==> config.mk <==
export PLATFORM = sky130hd
export DESIGN_NAME = alu_issue_arbiter
export DESIGN_NICKNAME = d
export VERILOG_FILES = /design/src/rtl/alu_issue_arbiter.sv
export SDC_FILE = /design/constraint.sdc
export NUM_CORES = 1
export LEC_CHECK = 0
export BUFFER_PORTS_ARGS = -buffer_cell sky130_fd_sc_hd__buf_2
export CAP_MARGIN = 20
export CORE_AREA = 2 2 108 110
export DETAILED_ROUTE_END_ITERATION = 12
export DIE_AREA = 0 0 110 112
export PLACE_DENSITY = 0.77
export SYNTH_ARGS = -nofsm -noshare
export SYNTH_HDL_FRONTEND = slang
export SYNTH_SLANG_ARGS = --single-unit
export TNS_END_PERCENT = 30
==> constraint.sdc <==
create_clock -name clk -period 2.28 [get_ports clk]
set_input_delay 0.456 -clock clk [delete_from_list [all_inputs] [get_ports clk]]
set_output_delay 0.456 -clock clk [all_outputs]
set_load 0.005 [all_outputs]
==> src/rtl/alu_issue_arbiter.sv <==
// Round-robin issue arbiter sharing one registered ALU between two requesters,
// with a two-stage tag pipe that routes each result back to its issuer.
module alu_issue_arbiter #(
    parameter logic        FIRST_PRIO = 1'b0,
    parameter int unsigned CHECK_OP   = 1
) (
    input  logic        clk,
    input  logic        reset,
    input  logic        stall,
    input  logic        req0_valid,
    output logic        req0_ready,
    input  logic [31:0] req0_a,
    input  logic [31:0] req0_b,
    input  logic [3:0]  req0_op,
    input  logic        req1_valid,
    output logic        req1_ready,
    input  logic [31:0] req1_a,
    input  logic [31:0] req1_b,
    input  logic [3:0]  req1_op,
    output logic [31:0] alu_a,
    output logic [31:0] alu_b,
    output logic [3:0]  alu_ctrl,
    input  logic [31:0] alu_result,
    output logic        rsp0_valid,
    output logic        rsp1_valid,
    output logic [31:0] rsp_data,
    output logic        rsp_err
);

    localparam logic [3:0] OpIdle = 4'b1111;

    logic        last_grant_q, last_grant_d;
    logic [31:0] alu_a_q, alu_a_d;
    logic [31:0] alu_b_q, alu_b_d;
    logic [3:0]  alu_ctrl_q, alu_ctrl_d;
    logic        s1_valid_q, s1_id_q, s1_err_q;
    logic        s1_valid_d, s1_id_d, s1_err_d;
    logic        s2_valid_q, s2_id_q, s2_err_q;

    logic        grant0, grant1;
    logic        issue;
    logic [3:0]  issue_op;
    logic        op_bad;

    // Grant is gated by stall so ready never rises while the pipe is frozen.
    always_comb begin
        grant0 = 1'b0;
        grant1 = 1'b0;
        if (!stall) begin
            if (req0_valid && req1_valid) begin
                if (last_grant_q) begin
                    grant0 = 1'b1;
                end else begin
                    grant1 = 1'b1;
                end
            end else begin
                grant0 = req0_valid;
                grant1 = req1_valid;
            end
        end
    end

    assign req0_ready = grant0 & ~stall;
    assign req1_ready = grant1 & ~stall;
    assign issue      = req0_ready | req1_ready;
    assign issue_op   = req1_ready ? req1_op : req0_op;

    always_comb begin
        op_bad = 1'b1;
        unique case (issue_op)
            4'b0000, 4'b0001, 4'b0010, 4'b0110: op_bad = 1'b0;
            default:                            op_bad = 1'b1;
        endcase
    end

    always_comb begin
        last_grant_d = last_grant_q;
        alu_a_d      = alu_a_q;
        alu_b_d      = alu_b_q;
        alu_ctrl_d   = OpIdle;
        s1_valid_d   = 1'b0;
        s1_id_d      = s1_id_q;
        s1_err_d     = 1'b0;
        if (issue) begin
            last_grant_d = req1_ready;
            alu_a_d      = req1_ready ? req1_a : req0_a;
            alu_b_d      = req1_ready ? req1_b : req0_b;
            alu_ctrl_d   = issue_op;
            s1_valid_d   = 1'b1;
            s1_id_d      = req1_ready;
            s1_err_d     = (CHECK_OP != 0) && op_bad;
        end
    end

    always_ff @(posedge clk or posedge reset) begin
        if (reset) begin
            last_grant_q <= ~FIRST_PRIO;
            alu_a_q      <= '0;
            alu_b_q      <= '0;
            alu_ctrl_q   <= OpIdle;
            s1_valid_q   <= 1'b0;
            s1_id_q      <= 1'b0;
            s1_err_q     <= 1'b0;
            s2_valid_q   <= 1'b0;
            s2_id_q      <= 1'b0;
            s2_err_q     <= 1'b0;
        end else begin
            last_grant_q <= last_grant_d;
            alu_a_q      <= alu_a_d;
            alu_b_q      <= alu_b_d;
            alu_ctrl_q   <= alu_ctrl_d;
            s1_valid_q   <= s1_valid_d;
            s1_id_q      <= s1_id_d;
            s1_err_q     <= s1_err_d;
            s2_valid_q   <= s1_valid_q;
            s2_id_q      <= s1_id_q;
            s2_err_q     <= s1_err_q;
        end
    end

    assign alu_a      = alu_a_q;
    assign alu_b      = alu_b_q;
    assign alu_ctrl   = alu_ctrl_q;
    // alu_result lines up with s2; stale ALU data is masked by s2_valid_q.
    assign rsp0_valid = s2_valid_q & ~s2_id_q;
    assign rsp1_valid = s2_valid_q & s2_id_q;
    assign rsp_data   = alu_result;
    assign rsp_err    = s2_valid_q & s2_err_q;

endmodule

# Yosys cells after proc, flatten, opt, wreduce, memory -nomap -nowiden
# Index checks and enable logic that the tools add are counted.
[word_totals]
ff_bits = 75
inputBits = 173
elab_cells = 37
[op_classes]
n_eq_ne = 3
mux = 13
n_bitwise = 8
n_reduce_logical = 3
[ops]
columns = ["op", "n"]
rows = [
  ["$mux 32", 2],
  ["$mux 1", 9],
  ["$mux 4", 2],
  ["$and 1x1->1", 5],
  ["$eq 4x1->1 const B", 1],
  ["$eq 4x2->1 const B", 1],
  ["$eq 4x3->1 const B", 1],
  ["$logic_not 4->1", 1],
  ["$reduce_or 4->1", 1],
  ["$not 1->1", 2],
  ["$logic_and 1x1->1", 1],
  ["$or 1x1->1", 1],
]

# Logic depth before layout (Yosys ltp)
[depth]
word_depth = 9
depth_mapped = 6
depth_no_buf = 4

# Worst setup path before layout
# No wires, ideal clock.
[synth_path]
path_type = "in2out"
start = "input req0_valid"
end = "output req0_ready"
arrival_ps = 1134
required_time_ps = 1824
path_slack_ps = 690
path_stages = 6
path_buffers = 3
cell_sequence = "and2_4 -> buf_6 -> buf_12 -> buf_12 -> o21ai_2 -> inv_1"
[synth_via]
elab_chain_len = 4
[synth_rtl]
columns = ["element", "line_no", "source"]
rows = [
  ["start, declared", "10", "input logic req0_valid,"],
  ["$logic_and 1x1->1", "50", "if (req0_valid && req1_valid) begin"],
  ["$mux 1 *", "50", ""],
  ["$mux 1 *", "49", "if (!stall) begin"],
  ["$and 1x1->1 *", "63", "assign req0_ready = grant0 & ~stall;"],
  ["end, declared", "11", "output logic req0_ready,"],
]
# Mark *: on every way between the ends. The rest lies on a longest branch, timed or not.

# Worst setup path in the final report
[layout_path]
start = "register last_grant_q"
end = "output req1_ready"
[layout_via]
elab_chain_len = 4
[layout_rtl]
columns = ["element", "line_no", "source"]
rows = [
  ["start, declared", "32", "logic last_grant_q, last_grant_d;"],
  ["start signal, assigned", "97", "last_grant_q <= ~FIRST_PRIO;"],
  ["start signal, assigned", "108", "last_grant_q <= last_grant_d;"],
  ["$mux 1", "51", "if (last_grant_q) begin"],
  ["$mux 1", "50", ""],
  ["$mux 1", "49", ""],
  ["$and 1x1->1", "64", "assign req1_ready = grant1 & ~stall;"],
  ["end, declared", "16", "output logic req1_ready,"],
]
# No other way between the ends.

==> metrics.md <==
| Metric | Value |
|---|---|
| Status | `completed` |
| Multi-input logic area | `0.001742 mm^2` |
| Clock Latency Late Sink | `0.32 ns` |
| FF+latch area | `around 0.0019 mm^2` |
| Mapped cell area | `0.004239 mm^2` |
| Clock Tree Root | `clkbuf_16` |
| Gpl congestion | `roughly 0.8` |
| Max Freq | `552.6 MHz` |
| Yosys cell types | `26` |
| Arrival time at the worst endpoint | `1.35 ns` |
| Slew @ Worst Pin | `about 0.47 ns` |
| Crit path capture type | `output port` |
| Placed Area | `0.005097 mm^2` |
| Launch point of the worst reg-to-reg path | `last_grant_q$_DFFE_PP1N_` |
| DR iter-0 viols | `405` |
| Top FF cell, synth | `dfrtp_1` |
| Total global-route track usage | `a little over a fifth` |
| Final setup TNS | `0 ns` |
| Area delta synth->final | `27.30%` |
| Clock skew | `0.003702 ns` |
| CTS Buffer Depth | `2` |
| Number of port buffers | `213` |
| Number of fillers in the final layout | `1,063` |
| # setup viols final | `0` |
| Critical path class | `flop to output port` |
| CP Data Required Time | `1.82 ns` |
| Total gr overflow | `0` |
| First-pass GRT wire length | `approximately 21,000 um` |
| Vias in the first global route | `4,343` |
| Register area share after synthesis | `44.42%` |
| Cts repair resizes | `0` |
| Number of synthesized flops with an enable pin | `0` |
| Die Ht | `112 um` |
| Largest net degree at the start of global routing | `between 70 and 80` |
| Area leader, netlist | `dfrtp_1` |
| FF-to-FF setup slack | `0.73 ns` |
| Worst Setup SP | `last_grant_q$_DFFE_PP1N_` |
| Share of cells above drive strength 1 | `a little over two fifths` |
| Routed wire length | `13,910 um` |
| # IOs | `278` |
| Postcts setup bufs | `0` |
| Worst hold margin | `around 0.36 ns` |
| Residual DRC | `0` |
| Core ar. | `roughly 0.011 mm^2` |
| DR pass1 iterations | `6` |
| Top-area cell type share of the netlist area | `41.32%` |
| Crit path launch type | `flop` |
| Maximum vdd drop | `387.3 uV` |
| Syn Inst Count | `approximately 450` |
| Fin. max-slew vios | `0` |
| Avg WL per Cell | `18.47 um` |
| RSZ-0062 raised after global routing | `false` |
| Slew HR | `a little under 70%` |
| Top cells by area, synth | `dfrtp_1, o2111ai_1, a31oi_1` |
| DR vias | `4,405` |
| Final nets | `778` |
| Post-synthesis register bit count | `75` |
| CP max FO | `4` |
| Mapped Nets | `627` |
| Vias per std cell | `5.850` |
| P_leak | `0.002356 uW` |
| Worst Setup EP | `req1_ready` |
| Synth top cells by count | `dfrtp_1, a31oi_1, nor2_1, o2111ai_1, o21ai_0` |
| HPWL after DPL | `around 9500 um` |
| Max_cap viols | `0` |
| Post-route cell area | `0.005396 mm^2` |
| RR Endpoint | `alu_a[3]$_DFFE_PP0N_` |
| Ys async rst share | `100.0%` |
| Clk slew on worst S/H paths | `0.06 ns` |
| Inserted Diodes | `0` |
| Min-Delay Path Class | `flop to flop` |
| Die Footprint | `0.01232 mm^2` |
| FF-to-FF path depth | `4` |
| Sink Count | `75` |
| Antenna Nets Post-Route | `0` |
| H-tree depth | `3` |
| Tot Pwr | `3874 uW` |
| Chip width | `110 um` |
| Most numerous cell in the Yosys netlist | `dfrtp_1` |
| Post-synthesis average cell area | `9.337 um^2` |
| Num CTS Buffers | `9` |
| Starting density of the core | `a little under two fifths` |
| Period minus WS final | `approximately 1.8 ns` |
| Initial antenna violation count | `0` |
| TritonCTS clock tree | `done` |
| # rows | `39` |
| Final hold vios | `0` |
| Yosys synthesis warning count | `0` |
| Power Density | `718.0 mW/mm^2` |
| Final period utilization | `79.37%` |
sequential cells by signal (all words and copies together), names as in the netlist:
name	cells
alu_a	32
alu_b	32
alu_ctrl	4
last_grant_q	1
s1_err_q	1
s1_id_q	1
s1_valid_q	1
s2_err_q	1
s2_id_q	1
s2_valid_q	1
where the power goes:
group | internal, uW | switching, uW
Clock | 877 | 513
Sequential | 1510 | 96.8
Combinational | 379 | 493
repair_timing:
| item | CTS | global route |
|---|---|---|
| endpoints found under the setup margin | 0 | 0 |
| hold buffers | 1 | 0 |
| hold endpoints to repair | 1 | 0 |
cells by family after synthesis:
group           count (synthesis)  synth area share [%]
compound gates                206                 33.88
buf+inv                        99                 14.49
simple gates                   74                 7.202
flops                          75                 44.42
how the worst min path moves through the flow:
| stage | cells past startpoint | start | endpoint | slack [ns] |
|---|---|---|---|---|
| after floorplan | 0 | s1_err_q$_DFF_PP0_ | s2_err_q$_DFF_PP0_ | 0.33 |
| after detailed placement | 0 | s1_valid_q$_DFF_PP0_ | s2_valid_q$_DFF_PP0_ | 0.34 |
| after global routing | 3 | req0_op[2] | alu_ctrl[2]$_DFF_PP1_ | 0.37 |
| after global placement | 0 | s1_valid_q$_DFF_PP0_ | s2_valid_q$_DFF_PP0_ | 0.33 |
| after CTS | 3 | req0_op[2] | alu_ctrl[2]$_DFF_PP1_ | 0.36 |
| final | 0 | s1_valid_q$_DFF_PP0_ | s2_valid_q$_DFF_PP0_ | 0.36 |
critical path, cell delays in order, from the launching register on:
cell and delay [ns]:
dfstp_2 0.54, and2_4 0.17, or2_0 0.15, inv_1 0.06
buf_2 0.12
placed cells by master (no fill, tap or decap), types with 8 or more instances in the layout:
cell / count
a31oi_1: 64
buf_2: 213
buf_4: 8
clkbuf_16: 9
dfrtp_1: 70
nor2_1: 64
o2111ai_1: 64
o21ai_0: 60
o21ai_2: 9
routing by layer:
metal | vias to the layer above | global-route usage (%) | part of all wire (%)
met2 | 257 | 38.45 | 51
met3 | 32 | 5.504 | 8.3
met5 | - | 0 | 0
met1 | 2120 | 25.31 | 39
li1 | 1996 | - | -
met4 | 0 | 8.439 | 2.0
stage by stage:
| stage | instances | utilization [%] | worst slack, ns |
|---|---|---|---|
| 2_1_floorplan | 454 | - | 0.6901 |
| 3_3_place_gp | 736 | 45.62 | 0.5120 |
| 3_5_place_dp | 736 | 45.62 | 0.5002 |
| 4_1_cts | 753 | 48.29 | 0.4458 |
| 5_1_grt | 753 | 48.29 | 0.4011 |
| 6_report | 753 | 48.29 | 0.4703 |
cell type report:
cell class                 instances  area share [%]
sequential                        75           34.89
clock buffer                      14           4.707
tap                              143           3.316
inverter                          11          0.8811
timing repair buffer             228           23.28
multi-input combinational        280           32.27
clock inverter                     2          0.6492
No activity file was read; power rests on OpenSTA's default activity.
